`config.mk`:
```
export PLATFORM = sky130hd
export DESIGN_NAME = bin_to_bcd_seq_flat
export DESIGN_NICKNAME = d
export VERILOG_FILES = /design/src/rtl/bin_to_bcd_seq_if.sv /design/src/rtl/bin_to_bcd_seq.sv /design/src/flat_wrapper.sv
export SDC_FILE = /design/constraint.sdc
export NUM_CORES = 1
export LEC_CHECK = 0
export CAP_MARGIN = 20
export CORE_MARGIN = 3
export CORE_UTILIZATION = 58
export CTS_BUF_LIST = sky130_fd_sc_hd__clkbuf_8 sky130_fd_sc_hd__clkbuf_16
export CTS_CLUSTER_SIZE = 20
export DETAILED_ROUTE_END_ITERATION = 10
export GPL_TIMING_DRIVEN = 0
export PLACE_DENSITY = 0.85
export SLEW_MARGIN = 40
export SYNTH_ARGS = -nofsm -noshare
export SYNTH_HDL_FRONTEND = slang
export SYNTH_SLANG_ARGS = --single-unit
```
`constraint.sdc`:
```
create_clock -name clk -period 5.1 [get_ports clk]
set_input_delay 1.275 -clock clk [delete_from_list [all_inputs] [get_ports clk]]
set_output_delay 1.275 -clock clk [all_outputs]
set_load 0.05 [all_outputs]
```
`src/rtl/bin_to_bcd_seq_if.sv`:
```
// Valid/ready bundle for the sequential binary-to-BCD converter.
// The converter is the slave; a producer/consumer pair (or bench) uses master.
interface bin_to_bcd_seq_if #(
    parameter int unsigned BIN_W  = 8,
    parameter int unsigned DIGITS = 3
);
    localparam int unsigned NDIG_W = $clog2(DIGITS + 1);

    logic                    in_valid;
    logic                    in_ready;
    logic [BIN_W-1:0]        in_bin;
    logic                    out_valid;
    logic                    out_ready;
    logic [4*DIGITS-1:0]     out_bcd;
    logic [NDIG_W-1:0]       out_ndig;

    modport slave (
        input  in_valid,
        input  in_bin,
        input  out_ready,
        output in_ready,
        output out_valid,
        output out_bcd,
        output out_ndig
    );

    modport master (
        output in_valid,
        output in_bin,
        output out_ready,
        input  in_ready,
        input  out_valid,
        input  out_bcd,
        input  out_ndig
    );
endinterface

```
`src/rtl/bin_to_bcd_seq.sv`:
```
// Iterative double-dabble binary-to-BCD converter, one input bit per clock,
// with valid/ready on both sides and a significant-digit count output.
module bin_to_bcd_seq #(
    parameter int unsigned BIN_W  = 8,
    parameter int unsigned DIGITS = 3
) (
    input  logic           clk,
    input  logic           rst_n,
    bin_to_bcd_seq_if.slave bus
);
    localparam int unsigned NDIG_W = $clog2(DIGITS + 1);
    localparam int unsigned CNT_W  = $clog2(BIN_W + 1);
    localparam int unsigned ACC_W  = 4 * DIGITS;

    function automatic longint unsigned pow10(input int unsigned n);
        longint unsigned p;
        p = 64'd1;
        for (int unsigned i = 0; i < n; i++) begin
            p = p * 64'd10;
        end
        return p;
    endfunction

    localparam longint unsigned MAX_BIN = (64'd1 << BIN_W) - 64'd1;

    generate
        if (BIN_W < 1 || BIN_W > 32) begin : g_bad_width
            $error("bin_to_bcd_seq: BIN_W must be in 1..32");
        end
        if (DIGITS < 1 || DIGITS > 10 || pow10(DIGITS) <= MAX_BIN) begin : g_bad_digits
            $error("bin_to_bcd_seq: DIGITS too small for BIN_W");
        end
    endgenerate

    typedef enum logic [1:0] {
        IDLE,
        SHIFT,
        DONE
    } state_t;

    state_t               state_q, state_d;
    logic [BIN_W-1:0]     shreg_q, shreg_d;
    logic [ACC_W-1:0]     acc_q, acc_d;
    logic [CNT_W-1:0]     cnt_q, cnt_d;
    logic [ACC_W-1:0]     out_bcd_q, out_bcd_d;
    logic [NDIG_W-1:0]    out_ndig_q, out_ndig_d;

    logic [ACC_W-1:0]       adj;
    logic [ACC_W+BIN_W-1:0] shifted;
    logic [NDIG_W-1:0]      nd;

    always_ff @(posedge clk or negedge rst_n) begin
        if (!rst_n) begin
            state_q    <= IDLE;
            shreg_q    <= '0;
            acc_q      <= '0;
            cnt_q      <= '0;
            out_bcd_q  <= '0;
            out_ndig_q <= '0;
        end else begin
            state_q    <= state_d;
            shreg_q    <= shreg_d;
            acc_q      <= acc_d;
            cnt_q      <= cnt_d;
            out_bcd_q  <= out_bcd_d;
            out_ndig_q <= out_ndig_d;
        end
    end

    always_comb begin
        state_d    = state_q;
        shreg_d    = shreg_q;
        acc_d      = acc_q;
        cnt_d      = cnt_q;
        out_bcd_d  = out_bcd_q;
        out_ndig_d = out_ndig_q;

        // Add-3 correction before the shift keeps each digit in 0..9 afterwards.
        adj = '0;
        for (int unsigned k = 0; k < DIGITS; k++) begin
            if (acc_q[4*k +: 4] >= 4'd5) begin
                adj[4*k +: 4] = acc_q[4*k +: 4] + 4'd3;
            end else begin
                adj[4*k +: 4] = acc_q[4*k +: 4];
            end
        end
        shifted = {adj, shreg_q} << 1;

        nd = NDIG_W'(1);
        for (int unsigned k = 0; k < DIGITS; k++) begin
            if (shifted[BIN_W + 4*k +: 4] != 4'd0) begin
                nd = NDIG_W'(k + 1);
            end
        end

        case (state_q)
            IDLE: begin
                if (bus.in_valid) begin
                    shreg_d = bus.in_bin;
                    acc_d   = '0;
                    cnt_d   = CNT_W'(BIN_W);
                    state_d = SHIFT;
                end
            end
            SHIFT: begin
                acc_d   = shifted[ACC_W+BIN_W-1:BIN_W];
                shreg_d = shifted[BIN_W-1:0];
                cnt_d   = cnt_q - CNT_W'(1);
                if (cnt_q == CNT_W'(1)) begin
                    out_bcd_d  = shifted[ACC_W+BIN_W-1:BIN_W];
                    out_ndig_d = nd;
                    state_d    = DONE;
                end
            end
            DONE: begin
                if (bus.out_ready) begin
                    state_d = IDLE;
                end
            end
            default: begin
                state_d = IDLE;
            end
        endcase
    end

    assign bus.in_ready  = (state_q == IDLE);
    assign bus.out_valid = (state_q == DONE);
    assign bus.out_bcd   = out_bcd_q;
    assign bus.out_ndig  = out_ndig_q;
endmodule

```
`src/flat_wrapper.sv`:
```
// flat-port wrapper written by rule: the top's interface ports become plain ports
module bin_to_bcd_seq_flat 
#(
    parameter int unsigned BIN_W  = 8,
    parameter int unsigned DIGITS = 3
)
  (clk, rst_n, bus_in_valid, bus_in_bin, bus_out_ready, bus_in_ready, bus_out_valid, bus_out_bcd, bus_out_ndig);
  bin_to_bcd_seq_if #(.BIN_W(BIN_W), .DIGITS(DIGITS)) bus_i ();
  input  logic clk;
  input  logic rst_n;
  input wire logic [$bits(bus_i.in_valid)-1:0] bus_in_valid;
  input wire logic [$bits(bus_i.in_bin)-1:0] bus_in_bin;
  input wire logic [$bits(bus_i.out_ready)-1:0] bus_out_ready;
  output wire logic [$bits(bus_i.in_ready)-1:0] bus_in_ready;
  output wire logic [$bits(bus_i.out_valid)-1:0] bus_out_valid;
  output wire logic [$bits(bus_i.out_bcd)-1:0] bus_out_bcd;
  output wire logic [$bits(bus_i.out_ndig)-1:0] bus_out_ndig;
  assign bus_i.in_valid = bus_in_valid;
  assign bus_i.in_bin = bus_in_bin;
  assign bus_i.out_ready = bus_out_ready;
  assign bus_in_ready = bus_i.in_ready;
  assign bus_out_valid = bus_i.out_valid;
  assign bus_out_bcd = bus_i.out_bcd;
  assign bus_out_ndig = bus_i.out_ndig;
  bin_to_bcd_seq #(.BIN_W(BIN_W), .DIGITS(DIGITS)) u_core (.clk(clk), .rst_n(rst_n), .bus(bus_i));
endmodule
```
==> results of run 1 <==
-- stage by stage --
| stage | instance area (um2) | setup WS, ns |
|---|---|---|
| after CTS | 2430 | 1.89 |
| after detailed placement | 2330 | 2.20 |
| final | 2430 | 1.88 |
| after floorplan | 2020 | 2.55 |
| after global placement | 2340 | 1.87 |
| after global routing | 2430 | 1.82 |
-- cell type report --
type	instances	area, um2
multi-input combinational	148	940
buffer	9	46.3
fill	225	748
tap	44	55.1
inverter	9	33.8
timing repair buffer	26	258
clock buffer	7	96.3
sequential	40	1000
-- cell usage after synthesis --
master | instances | share of area
sky130_fd_sc_hd__nor2b_1 | 11 | 0.034
sky130_fd_sc_hd__mux2_2 | 4 | 0.022
sky130_fd_sc_hd__nor3b_1 | 5 | 0.019
sky130_fd_sc_hd__nand2b_1 | 4 | 0.012
sky130_fd_sc_hd__buf_6 | 1 | 0.0056
sky130_fd_sc_hd__xnor2_1 | 3 | 0.013
sky130_fd_sc_hd__mux2_4 | 1 | 0.0074
sky130_fd_sc_hd__nand3b_1 | 1 | 0.0037
sky130_fd_sc_hd__a41oi_1 | 1 | 0.0043
sky130_fd_sc_hd__nor3_1 | 3 | 0.0074
sky130_fd_sc_hd__buf_2 | 4 | 0.0099
sky130_fd_sc_hd__a41oi_2 | 1 | 0.0081
sky130_fd_sc_hd__ha_1 | 8 | 0.050
sky130_fd_sc_hd__and2b_1 | 1 | 0.0037
sky130_fd_sc_hd__nor3b_4 | 1 | 0.0093
sky130_fd_sc_hd__a22o_1 | 3 | 0.013
sky130_fd_sc_hd__and3_4 | 1 | 0.0056
sky130_fd_sc_hd__nand3_1 | 4 | 0.0099
sky130_fd_sc_hd__inv_1 | 9 | 0.017
sky130_fd_sc_hd__o21ai_1 | 2 | 0.0050
sky130_fd_sc_hd__or2_2 | 1 | 0.0031
sky130_fd_sc_hd__a21oi_1 | 21 | 0.052
sky130_fd_sc_hd__clkbuf_1 | 4 | 0.0074
sky130_fd_sc_hd__o21bai_2 | 1 | 0.0056
sky130_fd_sc_hd__mux2i_1 | 1 | 0.0050
sky130_fd_sc_hd__a21oi_4 | 1 | 0.0081
sky130_fd_sc_hd__nand2b_2 | 1 | 0.0043
sky130_fd_sc_hd__dfrtp_1 | 40 | 0.50
sky130_fd_sc_hd__nand2_2 | 1 | 0.0031
sky130_fd_sc_hd__nand2_1 | 25 | 0.046
sky130_fd_sc_hd__nor2_1 | 4 | 0.0074
sky130_fd_sc_hd__a22oi_1 | 7 | 0.026
sky130_fd_sc_hd__o21ai_0 | 31 | 0.077
-- layer usage --
| layer | share of wire | wire length [um] | GRT usage | vias up |
|---|---|---|---|---|
| met5 | 0 | 0 | 0 | - |
| met4 | 0.0089 | 40 | 0.0518 | 0 |
| met3 | 0.044 | 200 | 0.0624 | 6 |
| met2 | 0.51 | 2320 | 0.402 | 37 |
| met1 | 0.43 | 1940 | 0.315 | 802 |
| li1 | - | - | - | 780 |
-- cell families after synthesis --
| group | after synthesis | synth area share |
|---|---|---|
| and+or+nand+nor | 63 | 0.169 |
| buffers and inverters | 18 | 0.0396 |
| adders and majority gates | 8 | 0.0495 |
| xor gates and xnor gates | 3 | 0.0130 |
| AOI/OAI and AO/OA | 68 | 0.199 |
| muxes | 6 | 0.0347 |
| DFF | 40 | 0.495 |
-- tightest hold or removal path, delay by kind of cell (launching register included) --
family	cells	cell delay (ns)
compound gates	1	0.06
flops	1	0.34
simple gates	1	0.04
-- registers in the layout (all words and copies together) (netlist names) --
| name | count |
|---|---|
| u_core.bus.out_bcd | 12 |
| u_core.acc_q | 12 |
| u_core.bus.out_ndig | 2 |
| u_core.state_q | 2 |
| u_core.cnt_q | 4 |
| u_core.shreg_q | 8 |
-- worst paths after layout --
path | from | end | cells past startpoint
min reg2reg | u_core.bus.out_bcd[5] | u_core.bus.out_bcd[5] | 2
min in group asynchronous | rst_n | u_core.shreg_q[6] | 1
min | u_core.bus.out_bcd[5] | u_core.bus.out_bcd[5] | 2
max in group asynchronous | rst_n | u_core.bus.out_bcd[0] | 1
max | u_core.state_q[0] | bus_in_ready | 3
max reg2reg | u_core.acc_q[8] | u_core.bus.out_bcd[10] | 6
-- power by group through the flow --
| stage | clock network (mW) | registers [mW] | logic, mW |
|---|---|---|---|
| 2_1_floorplan | 0 | 0.726 | 0.499 |
| 3_3_place_gp | 0 | 0.573 | 0.870 |
| 3_5_place_dp | 0 | 0.588 | 0.911 |
| 4_1_cts | 0.227 | 0.583 | 0.922 |
| 5_1_grt | 0.246 | 0.603 | 1.01 |
| 6_report | 0.224 | 0.586 | 0.921 |
==> key figures, run 1 <==
Status
  – Result of the run: finished clean

Routing
  – Via/cell ratio: 5.74
  – DRC Markers: 0
  – Antenna-violating nets left: 0
  – Routed length per instance: 15.9 um
  – Number of iterations in the first detailed-routing pass: 4
  – First DRT Iteration DRCs: 145
  – WL final: 4.50 mm
  – Number of vias in the routed layout: 1625

Setup path
  – Setup CP Type: reg2out
  – Critical path buffer and inverter count: 2
  – Maximum single-stage delay on the critical path: 0.81 ns
  – Library cell contributing the largest single delay on the critical path: sky130_fd_sc_hd__clkdlybuf4s50_1
  – Endpoint required time on the critical path: 3.83 ns
  – Crit. End Element: primary output
  – R2R setup slack: 3.21 ns
  – Delay-heaviest family, CP: buffers and inverters
  – Data arrival time at the worst-slack endpoint: 1.94 ns
  – Sequence of cells on the critical path: clkbuf_1, nor2_1, clkdlybuf4s50_1
  – Critical path launch point type: register
  – Maximum fanout count along the critical path: 10

Power
  – Switching power as a share of total power: 0.462
  – Reg power frac: 0.339
  – Worst vdd rail ir drop: 360 uV
  – Portion of total power attributed to the clock network: 0.129
  – Cell internal pwr: 932 uW
  – Combinational group share of total power: 0.532
  – Static leakage: 1.05 nW
  – Total design power: 1.73 mW
  – Psw: 799 uW
  – Power per unit of standard cell area: 712 nW/um2

Flow run
  – Max-cap check violation count: 0

Clock tree
  – TritonCTS clock tree: done
  – Cell chosen for the clock root: sky130_fd_sc_hd__clkbuf_8
  – Source-to-sink clock delay at the later pin of the worst-skew pair: 0.29 ns
  – Longest Clk Path Bufs: 2
  – Number of buffers inserted during clock tree synthesis: 5
  – Cells resized by post-CTS repair: 0
  – Hold buffer count at cts: 0
  – H-tree depth: 2
  – Clock-pin transition on the worst setup and hold timing paths: 0.07 ns
  – Sink count of the clock tree: 40
  – Number of setup buffers added after CTS: 0

STA
  – Remaining max-slew budget at the tightest pin: 0.657
  – Hold slack final: 0.480 ns
  – Total Negative Setup Slacks: 0 ns
  – Pins over their slew limit: 0
  – Min Tclk post-route: 3.22 ns
  – Share of the cycle needed by the critical path after routing: 0.631
  – Hold Violations, Final: 0
  – Maximum frequency from static timing analysis: 0.311 GHz
  – Worst clock skew: 0.00465 ns
  – Final setup violation count: 0
  – Slew of the pin with the lowest slew margin: 0.513 ns
  – Setup repair after global routing missed its margin: no

Yosys
  – Yosys cell types: 33
  – Post-Synthesis Cell Area: 2020 um2
  – Syn_nets: 226
  – Gate count of the mapped netlist: 206
  – Number of register bits inferred by synthesis: 40
  – Average size of a mapped cell: 9.81 um2
  – Yosys Warn Count: 0
  – Register area share after synthesis: 0.495

Finish
  – Count of nets after finishing: 259
  – Leading cell type in the layout, fill and taps excluded: sky130_fd_sc_hd__dfrtp_1
  – Most used cells in the layout excluding fill and tap cells: sky130_fd_sc_hd__dfrtp_1 (40), sky130_fd_sc_hd__o21ai_0 (31), sky130_fd_sc_hd__nand2_1 (25), sky130_fd_sc_hd__clkdlybuf4s50_1 (25), sky130_fd_sc_hd__a21oi_1 (21)
  – Non-filler cells, final: 283
  – Fraction of layout instances using a drive strength above 1: 0.109
  – Area added between synthesis and finish: 20.2%
  – End-of-flow core utilization: 0.765
  – Number of diodes: 0

Die
  – Number of placement rows: 20
  – Core area: 3180 um2
  – Die area: 4230 um2
  – I/O pin cnt: 28
  – Die extent in x: 65.0 um
  – Die H: 65.0 um
  – Starting density of the core: 0.636

GRT
  – First-pass GRT wire length: 7.78 mm
  – Via count of the first global-routing pass: 1598
  – Overflow left after global routing: 0
  – Global-route usage over all layers: 0.240
  – Antenna violations before repair: 0
  – Pin count of the biggest net entering global routing: 41

Placed design
  – Count of input and output buffers: 26
  – Sum of net half-perimeters after detailed placement: 3.17 mm
  – Instance count after placement with tap cells included: 276
  – Final weighted congestion in routability-driven placement: 0.773

Min path
  – Class of the worst hold path: reg2reg
Note: power is estimated with default switching activity, not from simulation.
==> run 2, diff against run 1 <==
--- a/config.mk
+++ b/config.mk
@@ -7,12 +7,12 @@
 export LEC_CHECK = 0
 export CAP_MARGIN = 20
 export CORE_MARGIN = 3
-export CORE_UTILIZATION = 58
+export CORE_UTILIZATION = 49
 export CTS_BUF_LIST = sky130_fd_sc_hd__clkbuf_8 sky130_fd_sc_hd__clkbuf_16
 export CTS_CLUSTER_SIZE = 20
 export DETAILED_ROUTE_END_ITERATION = 10
 export GPL_TIMING_DRIVEN = 0
-export PLACE_DENSITY = 0.85
+export PLACE_DENSITY = 0.77
 export SLEW_MARGIN = 40
 export SYNTH_ARGS = -nofsm -noshare
 export SYNTH_HDL_FRONTEND = slang
==> constraint.sdc (replaced) <==
create_clock -name clk -period 2.9 [get_ports clk]
set_input_delay 0.725 -clock clk [delete_from_list [all_inputs] [get_ports clk]]
set_output_delay 0.725 -clock clk [all_outputs]
set_load 0.05 [all_outputs]
==> key figures, run 2 (synthesis gave the netlist of run 1 again) <==
Clock tree
  – Longest Clk Path Bufs: 2 (unchanged)
  – Clock-pin transition on the worst setup and hold timing paths: 0.07 ns (about the same)
  – H-tree depth: 2 (unchanged)
  – Number of setup buffers added after CTS: 0 (unchanged)
  – Number of buffers inserted during clock tree synthesis: 5 (unchanged)
  – TritonCTS clock tree: done (unchanged)
  – Sink count of the clock tree: 40 (unchanged)
  – Hold buffer count at cts: 0 (unchanged)
  – Cells resized by post-CTS repair: 0 (unchanged)
  – Cell chosen for the clock root: sky130_fd_sc_hd__clkbuf_8 (unchanged)
  – Source-to-sink clock delay at the later pin of the worst-skew pair: 0.30 ns (was 0.29 ns)

Setup path
  – Crit. End Element: primary output (unchanged)
  – Critical path buffer and inverter count: 2 (unchanged)
  – Data arrival time at the worst-slack endpoint: 1.97 ns (was 1.94 ns)
  – Sequence of cells on the critical path: clkbuf_1, nor2_1, clkdlybuf4s50_1 (unchanged)
  – Maximum fanout count along the critical path: 10 (unchanged)
  – Setup CP Type: reg2out (unchanged)
  – Endpoint required time on the critical path: 2.17 ns (was 3.83 ns)
  – Critical path launch point type: register (unchanged)
  – Maximum single-stage delay on the critical path: 0.81 ns (about the same)
  – Delay-heaviest family, CP: buffers and inverters (unchanged)
  – Library cell contributing the largest single delay on the critical path: sky130_fd_sc_hd__clkdlybuf4s50_1 (unchanged)

GRT
  – Global-route usage over all layers: 0.189 (was 0.240)
  – Overflow left after global routing: 0 (unchanged)
  – Pin count of the biggest net entering global routing: 41 (unchanged)
  – Via count of the first global-routing pass: 1577 (was 1598)
  – First-pass GRT wire length: 7.29 mm (was 7.78 mm)
  – Antenna violations before repair: 0 (unchanged)

Placed design
  – Count of input and output buffers: 26 (unchanged)
  – Final weighted congestion in routability-driven placement: 0.843 (was 0.773)
  – Pre-CTS worst setup slack: 0.524 ns (was 2.20 ns)
  – Sum of net half-perimeters after detailed placement: 2.97 mm (was 3.17 mm)

STA
  – Min Tclk post-route: 2.70 ns
  – Maximum frequency from static timing analysis: 0.371 GHz
  – Worst setup slack after layout: 0.202 ns (was 1.88 ns)
  – Slew of the pin with the lowest slew margin: 0.511 ns (was 0.513 ns)
  – Hold Violations, Final: 0 (unchanged)
  – Remaining max-slew budget at the tightest pin: 0.659 (was 0.657)
  – Setup repair after global routing missed its margin: no (unchanged)
  – Total Negative Setup Slacks: 0 ns (unchanged)
  – Worst clock skew: 0.00760 ns (was 0.00465 ns)
  – Share of the cycle needed by the critical path after routing: 0.930
  – Final setup violation count: 0 (unchanged)
  – Pins over their slew limit: 0 (unchanged)

Routing
  – WL final: 4.15 mm (was 4.50 mm)
  – Via/cell ratio: 5.47 (was 5.74)
  – DRC Markers: 0 (unchanged)
  – Number of iterations in the first detailed-routing pass: 4 (unchanged)
  – Antenna-violating nets left: 0 (unchanged)
  – First DRT Iteration DRCs: 116 (was 145)
  – Number of vias in the routed layout: 1569 (was 1625)
  – Routed length per instance: 14.5 um (was 15.9 um)

Power
  – Reg power frac: 0.345 (was 0.339)
  – Cell internal pwr: 1.59 mW (was 932 uW)
  – Static leakage: 1.05 nW (about the same)
  – Portion of total power attributed to the clock network: 0.117 (was 0.129)
  – Psw: 1.36 mW (was 799 uW)
  – Worst vdd rail ir drop: 455 uV (was 360 uV)
  – Switching power as a share of total power: 0.461 (was 0.462)
  – Combinational group share of total power: 0.538 (was 0.532)
  – Power per unit of standard cell area: 1220 nW/um2 (was 712 nW/um2)

Finish
  – Most used cells in the layout excluding fill and tap cells: sky130_fd_sc_hd__dfrtp_1 (40), sky130_fd_sc_hd__o21ai_0 (31), sky130_fd_sc_hd__nand2_1 (25), sky130_fd_sc_hd__clkdlybuf4s50_1 (25), sky130_fd_sc_hd__a21oi_1 (21) (unchanged)
  – Number of diodes: 0 (unchanged)
  – Area added between synthesis and finish: 19.6% (was 20.2%)
  – Count of nets after finishing: 259 (unchanged)
  – Fraction of layout instances using a drive strength above 1: 0.105 (was 0.109)
  – Leading cell type in the layout, fill and taps excluded: sky130_fd_sc_hd__dfrtp_1 (unchanged)
  – Filler cells: 348 (was 225)

Min path
  – Class of the worst hold path: in2async (was reg2reg)

Die
  – Die area: 4930 um2 (was 4230 um2)
  – Die H: 70.2 um (was 65.0 um)
  – Starting density of the core: 0.528 (was 0.636)
  – I/O pin cnt: 28 (unchanged)
  – Number of placement rows: 22 (was 20)
  – Die extent in x: 70.2 um (was 65.0 um)
  – Core area: 3830 um2 (was 3180 um2)

Flow run
  – Max-cap check violation count: 0 (unchanged)

Status
  – Result of the run: finished clean (unchanged)
[run 2: cell types whose count changed in the layout (fill, tap and decap cells not counted)]
cell,delta
sky130_fd_sc_hd__clkbuf_8,-2
sky130_fd_sc_hd__clkinv_2,+1
sky130_fd_sc_hd__inv_1,+1
[run 2: path summary, 6_finish.rpt]
| check | slack (ns) | startpoint | end | depth (start not counted) |
|---|---|---|---|---|
| setup / recovery | 0.20 | u_core.state_q[0] | bus_in_ready | 3 |
| hold / removal | 0.40 | rst_n | u_core.acc_q[2] | 1 |
| setup reg to reg | 1.08 | u_core.acc_q[4] | u_core.bus.out_ndig[1] | 7 |
| hold reg to reg | 0.48 | u_core.bus.out_bcd[7] | u_core.bus.out_bcd[7] | 2 |
| max in group asynchronous | 2.14 | rst_n | u_core.shreg_q[1] | 1 |
| min in group clk | 0.48 | u_core.bus.out_bcd[7] | u_core.bus.out_bcd[7] | 2 |
[run 2: cell type report]
class | count | area [um2] | share of cell area
flip-flops and latches | 40 | 1000 | 0.414
plain buffers | 9 | 46.3 | 0.0192
clock inverters | 2 | 8.76 | 0.00363
repair buffers | 26 | 258 | 0.107
inverters | 9 | 33.8 | 0.0140
multi-input cells | 148 | 940 | 0.389
clock buffers | 5 | 68.8 | 0.0285
well taps | 48 | 60.1 | 0.0249
[run 2: layer usage]
metal,track usage,vias to the layer above,part of all wire
met4,0.0830,0,0.016
li1,-,780,-
met3,0.0345,6,0.029
met5,0,-,0
met1,0.252,760,0.46
met2,0.299,23,0.49
[run 2: worst register-to-register path, cell delays in order, from the launching register on]
cell and delay, ns:
sky130_fd_sc_hd__dfrtp_1 0.43, sky130_fd_sc_hd__inv_1 0.11, sky130_fd_sc_hd__ha_1 0.26, sky130_fd_sc_hd__nand2b_2 0.11, sky130_fd_sc_hd__a21oi_4 0.21, sky130_fd_sc_hd__mux2i_1 0.25, sky130_fd_sc_hd__and3_4 0.21, sky130_fd_sc_hd__a41oi_2 0.10
[run 2: power by group through the flow]
stage          Combinational (mW)  Clock (mW)  Sequential (mW)
2_1_floorplan               0.878           0             1.28
3_3_place_gp                 1.55           0             1.01
3_5_place_dp                 1.60           0             1.03
4_1_cts                      1.60       0.357             1.01
5_1_grt                      1.77       0.383             1.06
6_report                     1.58       0.346             1.02
[run 2: metrics by stage]
step	utilization	total power, mW	cell area (um2)	hold WS [ns]	cells
finish	0.631	2.95	2420	0.399	287
global route	0.631	3.21	2420	0.419	287
detailed placement	0.611	2.62	2340	0.469	280
floorplan	-	2.16	2020	0.429	206
global placement	0.612	2.56	2340	0.460	280
CTS	0.631	2.97	2420	0.411	287
